==> src/rtl/row_writer_sdram_if.sv <==
// row_writer_sdram_if: camera-side pixel stream and SDRAM write port
// of the row writer, grouped so the bench and the DUT share one bundle.
interface row_writer_sdram_if;
    logic         frame_start;
    logic         pixel_valid;
    logic [15:0]  pixel_data;
    logic         ram_busy;
    logic         wr_req;
    logic [24:0]  wr_address;
    logic [255:0] wr_data;
    logic [2:0]   last_frame;
    logic         frame_done;
    logic         overflow;

    modport master (
        output frame_start,
        output pixel_valid,
        output pixel_data,
        output ram_busy,
        input  wr_req,
        input  wr_address,
        input  wr_data,
        input  last_frame,
        input  frame_done,
        input  overflow
    );

    modport slave (
        input  frame_start,
        input  pixel_valid,
        input  pixel_data,
        input  ram_busy,
        output wr_req,
        output wr_address,
        output wr_data,
        output last_frame,
        output frame_done,
        output overflow
    );
endinterface

==> src/rtl/row_writer_sdram.sv <==
// row_writer_sdram: packs 16-bit camera pixels into 256-bit words and
// writes them into rotating SDRAM frame slots with a req/busy handshake.
module row_writer_sdram #(
    parameter int          H_PIXELS    = 640,
    parameter int          V_LINES     = 480,
    parameter int          FIFO_DEPTH  = 4,
    parameter int          NUM_SLOTS   = 6,
    parameter logic [24:0] SLOT_STRIDE = 25'h25800
) (
    input  logic              clk_133M,
    input  logic              rst_133M,
    row_writer_sdram_if.slave bus
);

    localparam int          WORDS       = H_PIXELS * V_LINES / 16;
    localparam int          AW          = $clog2(FIFO_DEPTH);
    localparam logic [14:0] FRAME_WORDS = 15'(WORDS);
    localparam logic [14:0] LAST_WORD   = 15'(WORDS - 1);
    localparam logic [2:0]  LAST_SLOT   = 3'(NUM_SLOTS - 1);

    typedef enum logic [1:0] {
        S_IDLE,
        S_REQ,
        S_GAP
    } state_t;

    // packer and frame position
    logic [3:0]   pix_cnt;
    logic [239:0] pack;
    logic [14:0]  word_cnt;
    logic [24:0]  base;
    logic [24:0]  slot_base;
    logic [24:0]  word_addr;
    logic [255:0] push_word;
    logic         take;
    logic         push_due;
    logic         push_ok;
    logic         push_drop;
    logic         drop_last;

    // word FIFO; each entry carries its own address and end-of-frame mark
    logic [255:0] fifo_data [FIFO_DEPTH];
    logic [24:0]  fifo_addr [FIFO_DEPTH];
    logic         fifo_last [FIFO_DEPTH];
    logic [AW:0]  wr_ptr;
    logic [AW:0]  rd_ptr;
    logic [AW-1:0] wr_idx;
    logic [AW-1:0] rd_idx;
    logic         fifo_empty;
    logic         fifo_full;

    // issue side
    state_t       state;
    logic         issue;
    logic         issue_last;
    logic         wr_req_q;
    logic [24:0]  wr_address_q;
    logic [255:0] wr_data_q;

    // slot rotation
    logic [2:0]   slot;
    logic [2:0]   last_frame_q;
    logic         frame_done_q;
    logic         overflow_q;

    assign wr_idx     = wr_ptr[AW-1:0];
    assign rd_idx     = rd_ptr[AW-1:0];
    assign fifo_empty = (wr_ptr == rd_ptr);
    assign fifo_full  = (wr_ptr[AW] != rd_ptr[AW])
                     && (wr_idx == rd_idx);

    // A pixel coinciding with frame_start is pixel 0 of the new frame;
    // otherwise pixels past the frame's last word are ignored.
    assign take = bus.pixel_valid
               && (bus.frame_start || (word_cnt != FRAME_WORDS));

    assign push_due  = take && !bus.frame_start && (pix_cnt == 4'd15);
    assign push_ok   = push_due && !fifo_full;
    assign push_drop = push_due && fifo_full;
    assign drop_last = push_drop && (word_cnt == LAST_WORD);

    assign push_word = {bus.pixel_data, pack};
    assign slot_base = 25'(slot) * SLOT_STRIDE;
    assign word_addr = base + {7'd0, word_cnt, 3'd0};

    assign issue      = (state == S_IDLE) && !fifo_empty && !bus.ram_busy;
    assign issue_last = issue && fifo_last[rd_idx];

    assign bus.wr_req     = wr_req_q;
    assign bus.wr_address = wr_address_q;
    assign bus.wr_data    = wr_data_q;
    assign bus.last_frame = last_frame_q;
    assign bus.frame_done = frame_done_q;
    assign bus.overflow   = overflow_q;

    // Shift pixels in from the top so pixel 0 ends in the LSBs, count
    // words per frame and push (or drop) each completed word.
    always_ff @(posedge clk_133M or posedge rst_133M) begin
        if (rst_133M) begin
            pix_cnt    <= '0;
            pack       <= '0;
            word_cnt   <= '0;
            base       <= '0;
            wr_ptr     <= '0;
            overflow_q <= 1'b0;
        end else begin
            if (take)
                pack <= {bus.pixel_data, pack[239:16]};
            if (bus.frame_start) begin
                pix_cnt  <= {3'd0, take};
                word_cnt <= '0;
                base     <= slot_base;
            end else if (take) begin
                pix_cnt <= pix_cnt + 4'd1;
                if (push_due)
                    word_cnt <= word_cnt + 15'd1;
            end
            if (push_ok)
                wr_ptr <= wr_ptr + 1'b1;
            if (push_drop)
                overflow_q <= 1'b1;
        end
    end

    // FIFO storage needs no reset; the pointers define what is valid.
    always_ff @(posedge clk_133M) begin
        if (push_ok) begin
            fifo_data[wr_idx] <= push_word;
            fifo_addr[wr_idx] <= word_addr;
            fifo_last[wr_idx] <= (word_cnt == LAST_WORD);
        end
    end

    // Issue FSM: one-cycle request, then a gap cycle before looking again.
    always_ff @(posedge clk_133M or posedge rst_133M) begin
        if (rst_133M) begin
            state        <= S_IDLE;
            rd_ptr       <= '0;
            wr_req_q     <= 1'b0;
            wr_address_q <= '0;
            wr_data_q    <= '0;
        end else begin
            unique case (state)
                S_IDLE: begin
                    if (issue) begin
                        state        <= S_REQ;
                        wr_req_q     <= 1'b1;
                        wr_address_q <= fifo_addr[rd_idx];
                        wr_data_q    <= fifo_data[rd_idx];
                        rd_ptr       <= rd_ptr + 1'b1;
                    end
                end
                S_REQ: begin
                    wr_req_q <= 1'b0;
                    state    <= S_GAP;
                end
                S_GAP: begin
                    state <= S_IDLE;
                end
                default: begin
                    wr_req_q <= 1'b0;
                    state    <= S_IDLE;
                end
            endcase
        end
    end

    // Publish the finished slot alongside the frame's final request
    // (or drop) and move on to the next slot.
    always_ff @(posedge clk_133M or posedge rst_133M) begin
        if (rst_133M) begin
            slot         <= '0;
            last_frame_q <= LAST_SLOT;
            frame_done_q <= 1'b0;
        end else begin
            frame_done_q <= issue_last || drop_last;
            if (issue_last || drop_last) begin
                last_frame_q <= slot;
                slot <= (slot == LAST_SLOT) ? 3'd0 : slot + 3'd1;
            end
        end
    end

endmodule

==> src/flat_wrapper.sv <==
// flat-port wrapper written by rule: the top's interface ports become plain ports
module row_writer_sdram_flat 
#(
    parameter int          H_PIXELS    = 640,
    parameter int          V_LINES     = 480,
    parameter int          FIFO_DEPTH  = 4,
    parameter int          NUM_SLOTS   = 6,
    parameter logic [24:0] SLOT_STRIDE = 25'h25800
)
  (clk_133M, rst_133M, bus_frame_start, bus_pixel_valid, bus_pixel_data, bus_ram_busy, bus_wr_req, bus_wr_address, bus_wr_data, bus_last_frame, bus_frame_done, bus_overflow);
  row_writer_sdram_if bus_i ();
  input  logic clk_133M;
  input  logic rst_133M;
  input wire logic [$bits(bus_i.frame_start)-1:0] bus_frame_start;
  input wire logic [$bits(bus_i.pixel_valid)-1:0] bus_pixel_valid;
  input wire logic [$bits(bus_i.pixel_data)-1:0] bus_pixel_data;
  input wire logic [$bits(bus_i.ram_busy)-1:0] bus_ram_busy;
  output wire logic [$bits(bus_i.wr_req)-1:0] bus_wr_req;
  output wire logic [$bits(bus_i.wr_address)-1:0] bus_wr_address;
  output wire logic [$bits(bus_i.wr_data)-1:0] bus_wr_data;
  output wire logic [$bits(bus_i.last_frame)-1:0] bus_last_frame;
  output wire logic [$bits(bus_i.frame_done)-1:0] bus_frame_done;
  output wire logic [$bits(bus_i.overflow)-1:0] bus_overflow;
  assign bus_i.frame_start = bus_frame_start;
  assign bus_i.pixel_valid = bus_pixel_valid;
  assign bus_i.pixel_data = bus_pixel_data;
  assign bus_i.ram_busy = bus_ram_busy;
  assign bus_wr_req = bus_i.wr_req;
  assign bus_wr_address = bus_i.wr_address;
  assign bus_wr_data = bus_i.wr_data;
  assign bus_last_frame = bus_i.last_frame;
  assign bus_frame_done = bus_i.frame_done;
  assign bus_overflow = bus_i.overflow;
  row_writer_sdram #(.H_PIXELS(H_PIXELS), .V_LINES(V_LINES), .FIFO_DEPTH(FIFO_DEPTH), .NUM_SLOTS(NUM_SLOTS), .SLOT_STRIDE(SLOT_STRIDE)) u_core (.clk_133M(clk_133M), .rst_133M(rst_133M), .bus(bus_i));
endmodule
==> config.mk <==
export PLATFORM = sky130hd
export DESIGN_NAME = row_writer_sdram_flat
export DESIGN_NICKNAME = d
export VERILOG_FILES = /design/src/rtl/row_writer_sdram_if.sv /design/src/rtl/row_writer_sdram.sv /design/src/flat_wrapper.sv
export SDC_FILE = /design/constraint.sdc
export NUM_CORES = 2
export LEC_CHECK = 0
export CORE_MARGIN = 3
export CORE_UTILIZATION = 25
export DETAILED_ROUTE_END_ITERATION = 16
export GPL_TIMING_DRIVEN = 0
export PLACE_DENSITY_LB_ADDON = 0.05
export SKIP_CTS_REPAIR_TIMING = 1
export SLEW_MARGIN = 20
export SYNTH_ARGS = -nofsm -noshare
export SYNTH_HDL_FRONTEND = slang
export SYNTH_SLANG_ARGS = --single-unit
==> constraint.sdc <==
create_clock -name clk_133M -period 55.9 [get_ports clk_133M]
set_input_delay 13.975 -clock clk_133M [delete_from_list [all_inputs] [get_ports clk_133M]]
set_output_delay 13.975 -clock clk_133M [all_outputs]
set_load 0.01 [all_outputs]
==> flow_summary.yaml <==
sta:
  min_period_ns: 16.69
  setup_violations: 0
  skew_ns: 0.0260
  fin_ws_ns: 39.21
  rsz0062_at_grt: "no"
  fmax_mhz: 59.9
  slew_violations: 0
  fin_setup_tns_ns: 0
  period_share_pct: 29.9
  worst_pin_slew_ns: 1.09
  max-slew-margin-rel_pct: 26.8
  finalHoldViolCount: 0
synthesis:
  syn_avg_cell_area_sq_um: 22.1
  synth_most_common_cell: "edfxtp_1"
  synth_top_area_cell: "edfxtp_1"
  synth_edf_count: 1104
  synth-seq-area-share_pct: 76.1
  yosysWarningCount: 0
  yosys-top-cells-count: "edfxtp_1, dfrtp_1, mux2_2"
  synthCells: 2811
  synth_cell_types: 51
  synthesis.area_sq_um: 62000
  synth_seq_cells: 1665
  synth_top_area_share_pct: 53.5
  async_flop_share_pct: 33.7
  synth_ff_type: "edfxtp_1"
  synth_area_leaders: "edfxtp_1, dfrtp_1, mux4_2, mux2_2, mux2_4"
global_route:
  grt_pass1_wl_mm: 234
  grt_overflow: 0
  antenna_found_initial: 10
  grt_max_degree: 91
  grtUsageTotal_pct: 12.6
  grt_pass1_vias: 31700
worst_setup_path:
  cp.required_ns: 56.40
  critPathLaunchType: "input port"
  path_class: "in2reg"
  cp-end-kind: "flip-flop"
  cp_max_fo: 36
  cp.arrival_ns: 17.19
power_and_ir_drop:
  powerDensity_nw_per_um2: 53.6
  ir_drop_v: 0.0000252
  p_total_w: 0.00411
  power_leakage_nw: 26.7
layout:
  finish.utilization_pct: 31.1
  fin_area_sq_um: 76700
  fin_nets: 3398
  syn_to_final_growth_pct: 23.7
  multiInputGateArea_sq_um: 13900
  layout-drive-gt1-share_pct: 33.3
  regArea_sq_um: 47200
  fillers: 23800
cts:
  clkTransAtPathRegs_ns: 0.06
  clock-sinks: 1665
  cts_tree: "done"
  clock-root-buffer: "clkbuf_16"
  clockBufferDepth: 3
  h-tree-depth: 4
  numCtsBuffers: 191
  clock_latency_ns: 0.83
run_status:
  status: "finished clean"
placement:
  port_buffers: 301
  gp_congestion: 0.689
  place_ws_ns: 38.32
  place_area_sq_um: 70300
  dp_hpwl_mm: 106
job:
  max_cap_viol_count: 0
detailed_routing:
  routedWlPerCell_microns: 23.4
  post_drt_via_cell_ratio: 4.16
  drcViolationCount: 0
  antenna_left: 0
  first_pass_iters: 5
  num_vias: 28400
  drt_iter0_drc: 1567
  routed_wl_mm: 160
floorplanning:
  die_area_sq_um: 254000
  coreArea_sq_um: 246000
  initial_core_util_pct: 25.2
  ios: 308
  rows: 182
  fp.dieH_microns: 504
  die_x_microns: 504
worst_hold_path:
  hold_class: "reg2reg"
-- layer usage --
layer	up-vias	GRT usage, %	part of all wire [%]
met3	223	2.23	3.5
met1	15400	16.7	45
li1	12300	-	-
met4	2	3.63	2.3
met5	-	0	0.0069
met2	503	21.2	49
-- cells by family after synthesis --
kind of cell | count (synthesis) | share of synthesized area [%]
other | 1 | 0.00605
xor gates and xnor gates | 33 | 0.466
adders and majority gates | 25 | 0.529
muxes | 805 | 20.2
and+or+nand+nor | 96 | 0.872
buffers and inverters | 153 | 1.46
AOI/OAI and AO/OA | 33 | 0.335
DFF | 1665 | 76.1
-- stage by stage --
| stage | cells | hold WS, ns |
|---|---|---|
| 2_1_floorplan | 2816 | 0.398 |
| 3_3_place_gp | 6429 | 0.413 |
| 3_5_place_dp | 6471 | 0.417 |
| 4_1_cts | 6833 | 0.425 |
| 5_1_grt | 6834 | 0.453 |
| 6_report | 6841 | 0.426 |
-- layout by cell type (no fill, tap or decap), drive strengths merged, types with 3 or more instances in the layout --
| master | count |
|---|---|
| and3 | 3 |
| xnor2 | 15 |
| o21ai | 9 |
| xor2 | 18 |
| dfrtp | 559 |
| mux4 | 276 |
| clkdlybuf4s50 | 301 |
| clkbuf | 312 |
| buf | 137 |
| nor2b | 4 |
| nor2 | 26 |
| diode | 8 |
| mux2 | 524 |
| nor4 | 4 |
| inv | 29 |
| and4 | 4 |
| a211oi | 3 |
| nand4 | 12 |
| a21oi | 8 |
| mux2i | 5 |
| clkinvlp | 3 |
| conb | 6 |
| nand2 | 18 |
| nor3 | 4 |
| nand3 | 6 |
| edfxtp | 1104 |
| clkinv | 59 |
| and2 | 7 |
| a21o | 5 |
| ha | 23 |
| bufinv | 17 |
-- power by group --
| group | internal [W] | switching [W] | leakage (nW) |
|---|---|---|---|
| combinational | 0.000590 | 0.000452 | 7.05 |
| sequential | 0.00158 | 0.000227 | 16.5 |
| clock | 0.000751 | 0.000513 | 3.14 |
| total | 0.00292 | 0.00119 | 26.7 |
-- worst max-delay path, cell delays in order --
cell and delay [ns]:
clkdlybuf4s50_1 0.55, and4_1 0.22, clkbuf_1 0.29, and4b_1 0.25
clkbuf_2 0.19, and2_4 0.48, buf_12 0.31, buf_12 0.24
buf_16 0.28, buf_16 0.27
-- flip-flops by register name (all words and copies together), names as in the netlist --
signal	count
u_core.fifo_data	1024
u_core.bus.wr_data	256
u_core.pack	240
u_core.fifo_addr	76
u_core.bus.wr_address	19
u_core.word_cnt	15
u_core.base	10
u_core.fifo_last	4
u_core.pix_cnt	4
u_core.bus.last_frame	3
u_core.rd_ptr	3
u_core.slot	3
u_core.wr_ptr	3
u_core.state	2
u_core.bus.frame_done	1
u_core.bus.overflow	1
u_core.bus.wr_req	1
-- area by class of cell --
type                       count  area share [%]
buffer                       133            1.09
sequential                  1665            61.5
multi-input combinational    998            18.2
timing repair buffer         343            5.32
clock buffer                 274            7.01
tap                         3312            5.40
inverter                      20           0.108
clock inverter                88            1.37
antenna                        8          0.0261
-- final timing paths --
path	startpoint	end	slack, ns	depth (start not counted)
setup / recovery	bus_pixel_valid	u_core.fifo_data[1][12]$_DFFE_PP_	39.21	10
hold / removal	u_core.state[1]$_DFFE_PP0P_	u_core.state[1]$_DFFE_PP0P_	0.43	1
setup reg to reg	u_core.word_cnt[0]$_DFFE_PP0P_	u_core.fifo_data[1][12]$_DFFE_PP_	52.22	11
hold reg to reg	u_core.state[1]$_DFFE_PP0P_	u_core.state[1]$_DFFE_PP0P_	0.43	1
max in group asynchronous	rst_133M	u_core.bus.wr_data[198]$_DFFE_PP0P_	41.04	4
min in group asynchronous	rst_133M	u_core.pack[99]$_DFFE_PP0P_	13.58	2
No activity file was read; power rests on OpenSTA's default activity.
